`config.mk`:
```
export PLATFORM = sky130hd
export DESIGN_NAME = race_game_controller
export DESIGN_NICKNAME = d
export VERILOG_FILES = /design/src/rtl/game_pkg.sv /design/src/rtl/edge_rise_det.sv /design/src/rtl/race_game_controller.sv
export SDC_FILE = /design/constraint.sdc
export NUM_CORES = 1
export LEC_CHECK = 0
export CORE_MARGIN = 4
export CORE_UTILIZATION = 25
export DETAILED_ROUTE_END_ITERATION = 12
export SLEW_MARGIN = 25
export SYNTH_ARGS = -nofsm -noshare
export SYNTH_HDL_FRONTEND = slang
export SYNTH_HIERARCHICAL = 1
export SYNTH_SLANG_ARGS = --single-unit
```
`constraint.sdc`:
```
create_clock -name clk -period 3.1 [get_ports clk]
set_clock_uncertainty 0.2 [all_clocks]
set_input_delay 0.62 -clock clk [delete_from_list [all_inputs] [get_ports clk]]
set_output_delay 0.62 -clock clk [all_outputs]
set_load 0.01 [all_outputs]
```
`src/rtl/game_pkg.sv`:
```
// Shared definitions for the racing game: sequencer state encoding, lives width
// and the frame-counter width helper used by the sequencer and the HUD blocks.
package game_pkg;

  typedef enum logic [1:0] {
    ST_IDLE  = 2'd0,
    ST_PLAY  = 2'd1,
    ST_CRASH = 2'd2,
    ST_OVER  = 2'd3
  } game_state_e;

  localparam int LIVES_W = 3;

  // At least 4 bits so the crash blink can always use bit 3 of the timer.
  function automatic int frame_cnt_w(input int max_count);
    int w;
    w = $clog2(max_count + 1);
    if (w < 4) begin
      w = 4;
    end else begin
      w = w;
    end
    return w;
  endfunction

endpackage

```
`src/rtl/edge_rise_det.sv`:
```
// Rising-edge detector for an already synchronised level input; a held level
// produces a single pulse.
module edge_rise_det (
  input  logic clk,
  input  logic rst_n,
  input  logic d,
  output logic pulse
);

  logic d_r;

  // remember last cycle's level
  always_ff @(posedge clk or negedge rst_n) begin
    if (!rst_n) begin
      d_r <= 1'b0;
    end else begin
      d_r <= d;
    end
  end

  assign pulse = d & ~d_r;

endmodule

```
`src/rtl/race_game_controller.sv`:
```
// Racing game sequencer: run/crash/game-over state, lives, score and respawn,
// driven once per video frame from the collision detector's flag.
module race_game_controller
  import game_pkg::*;
#(
  parameter int LIVES        = 3,
  parameter int CRASH_FRAMES = 60,
  parameter int GRACE_FRAMES = 90,
  parameter int SCORE_DIV    = 6,
  parameter int SCORE_W      = 14
) (
  input  logic               clk,
  input  logic               rst_n,
  input  logic               frame_tick,
  input  logic               start_btn,
  input  logic               collision,
  output logic               game_run,
  output logic               pos_reset,
  output logic               crash_flash,
  output logic               game_over,
  output logic [LIVES_W-1:0] lives,
  output logic [SCORE_W-1:0] score
);

  localparam int CNT_W = frame_cnt_w((CRASH_FRAMES > GRACE_FRAMES) ? CRASH_FRAMES : GRACE_FRAMES);
  localparam int DIV_W = frame_cnt_w(SCORE_DIV);

  localparam logic [CNT_W-1:0]   CRASH_LOAD = CNT_W'(CRASH_FRAMES);
  localparam logic [CNT_W-1:0]   GRACE_LOAD = CNT_W'(GRACE_FRAMES);
  localparam logic [CNT_W-1:0]   CNT_ONE    = CNT_W'(1);
  localparam logic [DIV_W-1:0]   DIV_LAST   = DIV_W'(SCORE_DIV - 1);
  localparam logic [DIV_W-1:0]   DIV_ONE    = DIV_W'(1);
  localparam logic [LIVES_W-1:0] LIVES_LOAD = LIVES_W'(LIVES);
  localparam logic [LIVES_W-1:0] LIVES_ONE  = LIVES_W'(1);
  localparam logic [SCORE_W-1:0] SCORE_MAX  = {SCORE_W{1'b1}};
  localparam logic [SCORE_W-1:0] SCORE_ONE  = SCORE_W'(1);

  game_state_e        state_r, state_s;
  logic [CNT_W-1:0]   cnt_r, cnt_s;      // crash timer in CRASH, grace counter in PLAY
  logic [DIV_W-1:0]   div_r, div_s;
  logic [LIVES_W-1:0] lives_r, lives_s;
  logic [SCORE_W-1:0] score_r, score_s;
  logic               pos_reset_s;
  logic               start_edge_s;
  logic               game_run_r, pos_reset_r, crash_flash_r, game_over_r;

  edge_rise_det u_start_edge (
    .clk   (clk),
    .rst_n (rst_n),
    .d     (start_btn),
    .pulse (start_edge_s)
  );

  // next-state, counter, lives and score logic
  always_comb begin
    state_s     = state_r;
    cnt_s       = cnt_r;
    div_s       = div_r;
    lives_s     = lives_r;
    score_s     = score_r;
    pos_reset_s = 1'b0;
    case (state_r)
      ST_IDLE, ST_OVER: begin
        if (start_edge_s) begin
          state_s     = ST_PLAY;
          pos_reset_s = 1'b1;
          lives_s     = LIVES_LOAD;
          score_s     = '0;
          cnt_s       = GRACE_LOAD;
          div_s       = '0;
        end else begin
          state_s = state_r;
        end
      end
      ST_PLAY: begin
        if (frame_tick && (cnt_r == '0) && collision) begin
          state_s = ST_CRASH;
          lives_s = lives_r - LIVES_ONE;
          cnt_s   = CRASH_LOAD;
        end else if (frame_tick) begin
          if (cnt_r != '0) begin
            cnt_s = cnt_r - CNT_ONE;
          end else begin
            cnt_s = cnt_r;
          end
          if (div_r == DIV_LAST) begin
            div_s = '0;
            if (score_r != SCORE_MAX) begin
              score_s = score_r + SCORE_ONE;
            end else begin
              score_s = score_r;
            end
          end else begin
            div_s = div_r + DIV_ONE;
          end
        end else begin
          state_s = state_r;
        end
      end
      ST_CRASH: begin
        if (frame_tick) begin
          cnt_s = cnt_r - CNT_ONE;
          if (cnt_r == CNT_ONE) begin
            if (lives_r == '0) begin
              state_s = ST_OVER;
            end else begin
              state_s     = ST_PLAY;
              pos_reset_s = 1'b1;
              cnt_s       = GRACE_LOAD;
            end
          end else begin
            state_s = state_r;
          end
        end else begin
          state_s = state_r;
        end
      end
      default: begin
        state_s = ST_IDLE;
      end
    endcase
  end

  // state, counters and registered outputs
  always_ff @(posedge clk or negedge rst_n) begin
    if (!rst_n) begin
      state_r       <= ST_IDLE;
      cnt_r         <= '0;
      div_r         <= '0;
      lives_r       <= LIVES_LOAD;
      score_r       <= '0;
      game_run_r    <= 1'b0;
      pos_reset_r   <= 1'b0;
      crash_flash_r <= 1'b0;
      game_over_r   <= 1'b0;
    end else begin
      state_r       <= state_s;
      cnt_r         <= cnt_s;
      div_r         <= div_s;
      lives_r       <= lives_s;
      score_r       <= score_s;
      game_run_r    <= (state_s == ST_PLAY);
      pos_reset_r   <= pos_reset_s;
      crash_flash_r <= (state_s == ST_CRASH) & cnt_s[3];
      game_over_r   <= (state_s == ST_OVER);
    end
  end

  assign game_run    = game_run_r;
  assign pos_reset   = pos_reset_r;
  assign crash_flash = crash_flash_r;
  assign game_over   = game_over_r;
  assign lives       = lives_r;
  assign score       = score_r;

endmodule
```
==> out/results.ini <==
[outcome]
run_status = finished clean

[sta]
fin_crit_sh_pct = 86.7
max_freq_mhz = 372
maxSlewViolCount = 0
setup_viol = 0
rsz0062_at_grt = false
fin_crit_ps = 2690
tns_ps = 0
worstMarginPinSlew_ps = 831
relSlewSlack_pct = 44.6
hold_viol = 0

[clocking]
postCtsSetupBuffers = 0
root_buffer = clkbuf_8
cts_sinks = 35
cts_resized = 0
cts_tree = yes
postCtsHoldBufs = 0
clkTransAtPathRegs_ps = 80
cts.path.max_buffers = 2
ctsHtreeMaxLevel = 2
cts_buffers = 5
clk_latency_ps = 290

[die]
io_pins = 26
dieArea_sq_um = 10600
core_area_sq_um = 8760
die_h_microns = 103
fp.dieW_microns = 103
rows = 34
start_util_pct = 25.7

[logic_synthesis]
syn_area_per_cell_sq_um = 8.85
ys_types = 57
synth_edf_count = 0
synthArstFlopShare_pct = 100
synth_cells = 255
synth_seq_cells = 35
yosys_warnings = 6
synth_flop_cell = dfrtp_1
synth_area_sq_um = 2260
synth_nets = 269
ys_seq_area_share_pct = 38.9

[placement]
gp_congestion = 0.900
hpwl_mm = 4.33
dp.cells = 386
portBuffers = 25
place_area_sq_um = 2650

[global_routing]
grt_max_degree = 36
grt_pass1_wl_mm = 9.80
antenna_found_initial = 0
grt_pass1_vias = 1924
overflow = 0
track_usage_pct = 11.9

[routing]
num_vias = 2121
viasPerCell = 5.38
firstDrtPassIters = 4
drcViolationCount = 0
drt_iter0_drc = 105
drt_wl_total_mm = 5.91
wl_per_cell_microns = 15.0
drt.antenna.violating_nets = 0

[setup_path]
cp_max_fo = 27
reg2regPathDepth = 7
reg2reg_from = state_r[0]
worstSetupPathType = register to register
worst_setup_path_start_kind = register
worstPathRequired_ps = 3120
reg2reg_to = score[13]
r2r_slack_ps = 410
end_kind = register
critical_path_arrival_ps = 2710

[power]
leakagePower_nw = 1.10
p_per_area_nw_per_um2 = 709
p_seq_share_pct = 35.3
combinationalPowerShare_pct = 47.8
total_power_w = 0.00194
p_sw_w = 0.000850
swShare_pct = 43.9
internal-power_w = 0.00109
irDropWorstVdd_mv = 0.302
power.share.clock_pct = 16.9

[finish]
final_cells = 394
fin_area_sq_um = 2730
post-route-util_pct = 31.2
layout-drive-gt1-share_pct = 10.1
fin_nets = 299
antenna_cells = 0
synthToLayoutAreaGrowth_pct = 21.1

[min_path]
hold_class = input port to asynchronous set/reset pin

[job]
cap_viol_max_count = 0

==> critical path: stages (launching register included) <==
cell and delay, ps:
dfrtp_1 390, inv_1 60, ha_1 380, nor2b_1 290, nor2_1 120, a311o_4 510, or4_1 520, a21oi_1 140
==> metal layers <==
layer  global-route usage [%]  vias to the layer above  routed length [microns]
met1                     16.1                     1047                     2730
met2                     18.8                       48                     2830
met5                        0                        -                        0
li1                         -                     1019                        -
met3                     2.57                        7                      269
met4                     3.88                        0                       75
==> through the flow <==
stage | hold WS (ps) | setup slack [ps]
final | 231 | 412
after global routing | 310 | 296
after CTS | 264 | 401
after detailed placement | 304 | 98.9
after global placement | 298 | 144
after floorplan | 124 | 656
==> cells in the mapped netlist, types with 2 or more instances <==
master	number	area, sq um
dfrtp_1	33	826
nand2_1	22	82.6
a21oi_1	18	90.1
nor2_1	16	60.1
inv_1	15	56.3
o21ai_0	13	65.1
o31ai_1	12	90.1
or4_1	12	90.1
nand3_1	11	55.1
ha_1	9	113
nor2b_1	6	37.5
a31oi_1	5	31.3
buf_2	5	25.0
clkbuf_1	5	18.8
nand4_1	5	31.3
nor3_1	5	25.0
o211ai_1	5	37.5
or3_1	5	31.3
nand2b_1	4	25.0
and2_1	3	18.8
a211oi_1	2	15.0
a21o_1	2	15.0
a311oi_1	2	17.5
dfstp_2	2	52.6
mux2i_1	2	20.0
o211a_1	2	20.0
o2bb2ai_1	2	17.5
o31a_1	2	17.5
or2_2	2	12.5
==> kinds of logic after synthesis <==
| group | synth area share, % |
|---|---|
| compound gates | 23.6 |
| fa+ha+maj | 4.99 |
| buf+inv | 4.94 |
| flops | 38.9 |
| mux | 1.39 |
| simple gates | 26.2 |
==> layout make-up <==
type | instances | area [sq um]
Timing Repair Buffer | 34 | 313
Clock inverter | 3 | 15.0
Clock buffer | 5 | 68.8
Inverter | 15 | 56.3
Sequential cell | 35 | 878
Multi-Input combinational cell | 194 | 1270
Tap cell | 108 | 135
Fill cell | 937 | 6030
==> cell usage in the layout, fill, tap and decap left out, types with 2 or more instances in the layout <==
cell / Yosys / routed
o31a_1: 2 / 2
or3_1: 5 / 5
a31oi_1: 5 / 5
nor3_1: 5 / 5
clkdlybuf4s50_1: 0 / 24
mux2i_1: 2 / 2
ha_1: 9 / 9
buf_4: 0 / 9
nor2_1: 16 / 16
o211a_1: 2 / 2
o31ai_1: 12 / 12
o21ai_0: 13 / 13
clkbuf_8: 0 / 5
o211ai_1: 5 / 5
nor2b_1: 6 / 6
a211oi_1: 2 / 2
o2bb2ai_1: 2 / 2
nand2_1: 22 / 22
or2_2: 2 / 2
nand4_1: 5 / 5
and2_1: 3 / 3
inv_1: 15 / 15
a311oi_1: 2 / 2
or4_1: 12 / 12
a21oi_1: 18 / 18
nand3_1: 11 / 11
dfrtp_1: 33 / 33
dfstp_2: 2 / 2
clkinv_2: 0 / 3
nand2b_1: 4 / 4
a21o_1: 2 / 2
==> worst max-delay path by stage <==
stage	start	to	cells after the start	slack (ps)
detailed placement	start_btn	score[11]	7	100
CTS	state_r[0]	score[13]	7	400
floorplan	start_btn	score[6]	7	660
global route	state_r[0]	score[7]	7	300
global placement	start_btn	score[13]	7	140
finish	state_r[0]	score[13]	7	410
==> state kept, by name, summed over array words and instances, names as in the netlist <==
name / cells
cnt_r: 7
game_over: 1
div_r: 4
lives: 3
score: 14
game_run: 1
u_start_edge/d_r: 1
pos_reset: 1
state_r: 2
crash_flash: 1
==> power groups by stage <==
| stage | Sequential (W) | Combinational (W) | Clock, W |
|---|---|---|---|
| 2_1_floorplan | 0.000666 | 0.000632 | 0 |
| 3_3_place_gp | 0.000689 | 0.000905 | 0 |
| 3_5_place_dp | 0.000692 | 0.000925 | 0 |
| 4_1_cts | 0.000684 | 0.000929 | 0.000345 |
| 5_1_grt | 0.000703 | 0.00103 | 0.000368 |
| 6_report | 0.000684 | 0.000927 | 0.000327 |
Power figures use the tool's default switching activity.
==> edit: new RTL, same settings <==
The 4 states of `game_state_e` get a one-hot encoding in 4 bits.
--- a/src/rtl/game_pkg.sv
+++ b/src/rtl/game_pkg.sv
@@ -4,7 +4,7 @@
 
-  typedef enum logic [1:0] {
-    ST_IDLE  = 2'd0,
-    ST_PLAY  = 2'd1,
-    ST_CRASH = 2'd2,
-    ST_OVER  = 2'd3
+  typedef enum logic [3:0] {
+    ST_IDLE  = 4'b0001,
+    ST_PLAY  = 4'b0010,
+    ST_CRASH = 4'b0100,
+    ST_OVER  = 4'b1000
   } game_state_e;
Formal check against the unedited RTL: same outputs for any inputs over 10 cycles, from zero or initial values and one cycle with rst_n low; not proved beyond that.
==> edit against the original RTL <==
Synthesized cell count shrank 7.8%. Worst setup slack lost 0.11 ns. Final area grew 0.50%. Area after synthesis shrank 2.2%. Sequential cell count grew 2. Sequential share of layout area grew 1.7 points. Critical endpoint is now score[8]. Wire length shrank 10%.
Power is not compared: it rests on default switching activity, and its combinational part moved more than twofold at a synthesized area within 25%.
==> edit: results (changes against the original RTL) <==
synth:
  synthFlopType: "dfrtp_1"
  yosysSeqAreaShare_pct: 42.14  # +3.2 points
  async_flop_share_pct: 100.0  # unchanged
  ys_warn_count: 6  # unchanged
  yosys-top-cells-count: "34 x dfrtp_1, 23 x nand2_1, 19 x o21ai_0"
  synthesis.nets: 247  # -8.2%
  ys_types: 52  # -8.8%
  synth.area.top_cells: "dfrtp_1 39%, o21ai_0 4.3%, ha_1 4.0%"
critical_path:
  path_max_fanout: 9  # -67%
  cp.arrival_ns: 2.84  # +0.13 ns
  crit_path_start: "start_btn"
  r2r_start: "state_r[3]"
  worst-r2r-cell-count: 6  # -1
  reg2reg_to: "score[8]"
  rrSetupSlack_ns: 0.63  # +0.22 ns
grt:
  grt_first_pass_wirelength_um: 9011  # -8.0%
  grt_max_degree: 38  # +5.6%
  grt_pass1_vias: 1856  # -3.5%
  antenna_found_initial: 0  # unchanged
  grtUsageTotal_pct: 10.87  # -0.99 points
detailed_routing:
  wl_per_cell_um: 13.91  # -7.2%
  drt_iter0_drc: 208  # +98%
  avgViaCountPerCell: 5.055  # -6.1%
  dr.pass1.iters: 4  # unchanged
cts:
  clock-root-buffer: "clkbuf_8"
  h-tree-depth: 2  # unchanged
  cts_resized: 0  # unchanged
  cts_made_buffers: 5  # unchanged
  cts_buffer_depth: 2  # unchanged
  path_clk_slew_ns: 0.08  # about the same
  clock_latency_ns: 0.29  # about the same
  postCtsSetupBuffers: 0  # unchanged
final_layout:
  largest_register_ffs: 14  # unchanged
  nets: 284  # -5.0%
  n_fill_cell: 890  # -5.0%
  drive_gt1_share_pct: 13.19  # +3.0 points
  num_antenna_cells: 0  # unchanged
hold_path:
  hold_path.class: "primary input to asynchronous set/reset pin"
sta:
  finalSetupTns_ns: 0  # unchanged
  tightest_slew_ns: 0.8404  # +0.009259 ns
  setup_viol: 0  # unchanged
power:
  netSwitchingFraction_pct: 27.03
  p_leak_nw: 1.136
  ir_drop_uv: 163.1
status:
  status: "finished clean"
placed_design:
  numPortBuffers: 25  # unchanged
  dp_hpwl_um: 3829  # -12%
  gp_congestion: 0.8454  # -6.0%
==> edit: changes by cell type in the layout (fill, tap and decap cells not counted), moves of 3 or more <==
| cell | before | now |
|---|---|---|
| o31ai_1 | 12 | 7 |
| or3_1 | 5 | 1 |
| o21ai_0 | 13 | 19 |
| buf_4 | 9 | 14 |
| a31oi_1 | 5 | 1 |
| nor4_1 | 1 | 6 |
| nor2b_1 | 6 | 2 |
| or4_1 | 12 | 9 |
| inv_1 | 15 | 9 |
| clkinv_2 | 3 | 0 |
| a21oi_1 | 18 | 9 |
==> edit: area by class of cell <==
| class | count | area (um^2) | share of cell area [%] |
|---|---|---|---|
| sequential | 37 | 929.6 | 33.85 |
| inverter | 9 | 33.78 | 1.230 |
| timing repair buffer | 39 | 350.3 | 12.76 |
| clock buffer | 7 | 86.33 | 3.144 |
| tap | 108 | 135.1 | 4.920 |
| multi-input combinational | 180 | 1181 | 43.01 |
| clock inverter | 1 | 30.03 | 1.093 |
==> edit: logic make-up after synthesis <==
group                      Yosys count  synth area share [%]
AOI/OAI and AO/OA                   64                 20.08
DFF                                 37                 42.14
buffers and inverters               18                 4.311
muxes                                4                 1.815
xor gates and xnor gates             4                 1.588
and+or+nand+nor                    101                 26.09
adders and majority gates            7                 3.970
==> edit: power by group through the flow <==
stage                     combinational, mW  clock (mW)  sequential (mW)
after floorplan                       0.122           0            0.536
after global placement                0.180           0            0.543
after detailed placement              0.182           0            0.542
after CTS                             0.183       0.460            0.533
after global routing                  0.202       0.472            0.539
final                                 0.182       0.444            0.534
==> edit: how the worst max path moves through the flow <==
stage                     slack (ns)  cells past startpoint       end
final                           0.30                      8  score[8]
after global routing            0.13                      8  div_r[3]
after CTS                       0.28                      8  score[8]
after detailed placement       -0.04                      8  div_r[3]
after global placement          0.02                      8  div_r[3]
after floorplan                 0.51                      7  score[4]
==> edit: metal layers <==
| layer | global-route usage, % | share of wire (%) | up-vias |
|---|---|---|---|
| met1 | 14.14 | 48 | 916 |
| met2 | 17.45 | 45 | 49 |
| met4 | 4.137 | 1.3 | 0 |
| li1 | - | - | 954 |
| met5 | 0 | 0 | - |
| met3 | 2.730 | 5.6 | 7 |
==> edit: metrics by stage <==
step	power, mW	hold WS (ns)	setup slack (ns)	cell area [um^2]	instances
after detailed placement	0.7245	0.2636	-0.03876	2630	373
after CTS	1.176	0.2535	0.2827	2746	381
after global routing	1.213	0.3068	0.1252	2746	381
after floorplan	0.6579	0.1244	0.5115	2206	235
after global placement	0.7230	0.2654	0.02493	2630	373
final	1.161	0.2247	0.2991	2746	381
==> edit: critical path: stages <==
cell and delay, ns:
clkdlybuf4s50_1 0.48, nor2b_4 0.14, or3b_2 0.46, a21oi_1 0.24
o21ai_2 0.17, buf_4 0.19, or4_1 0.46, nand2_1 0.07
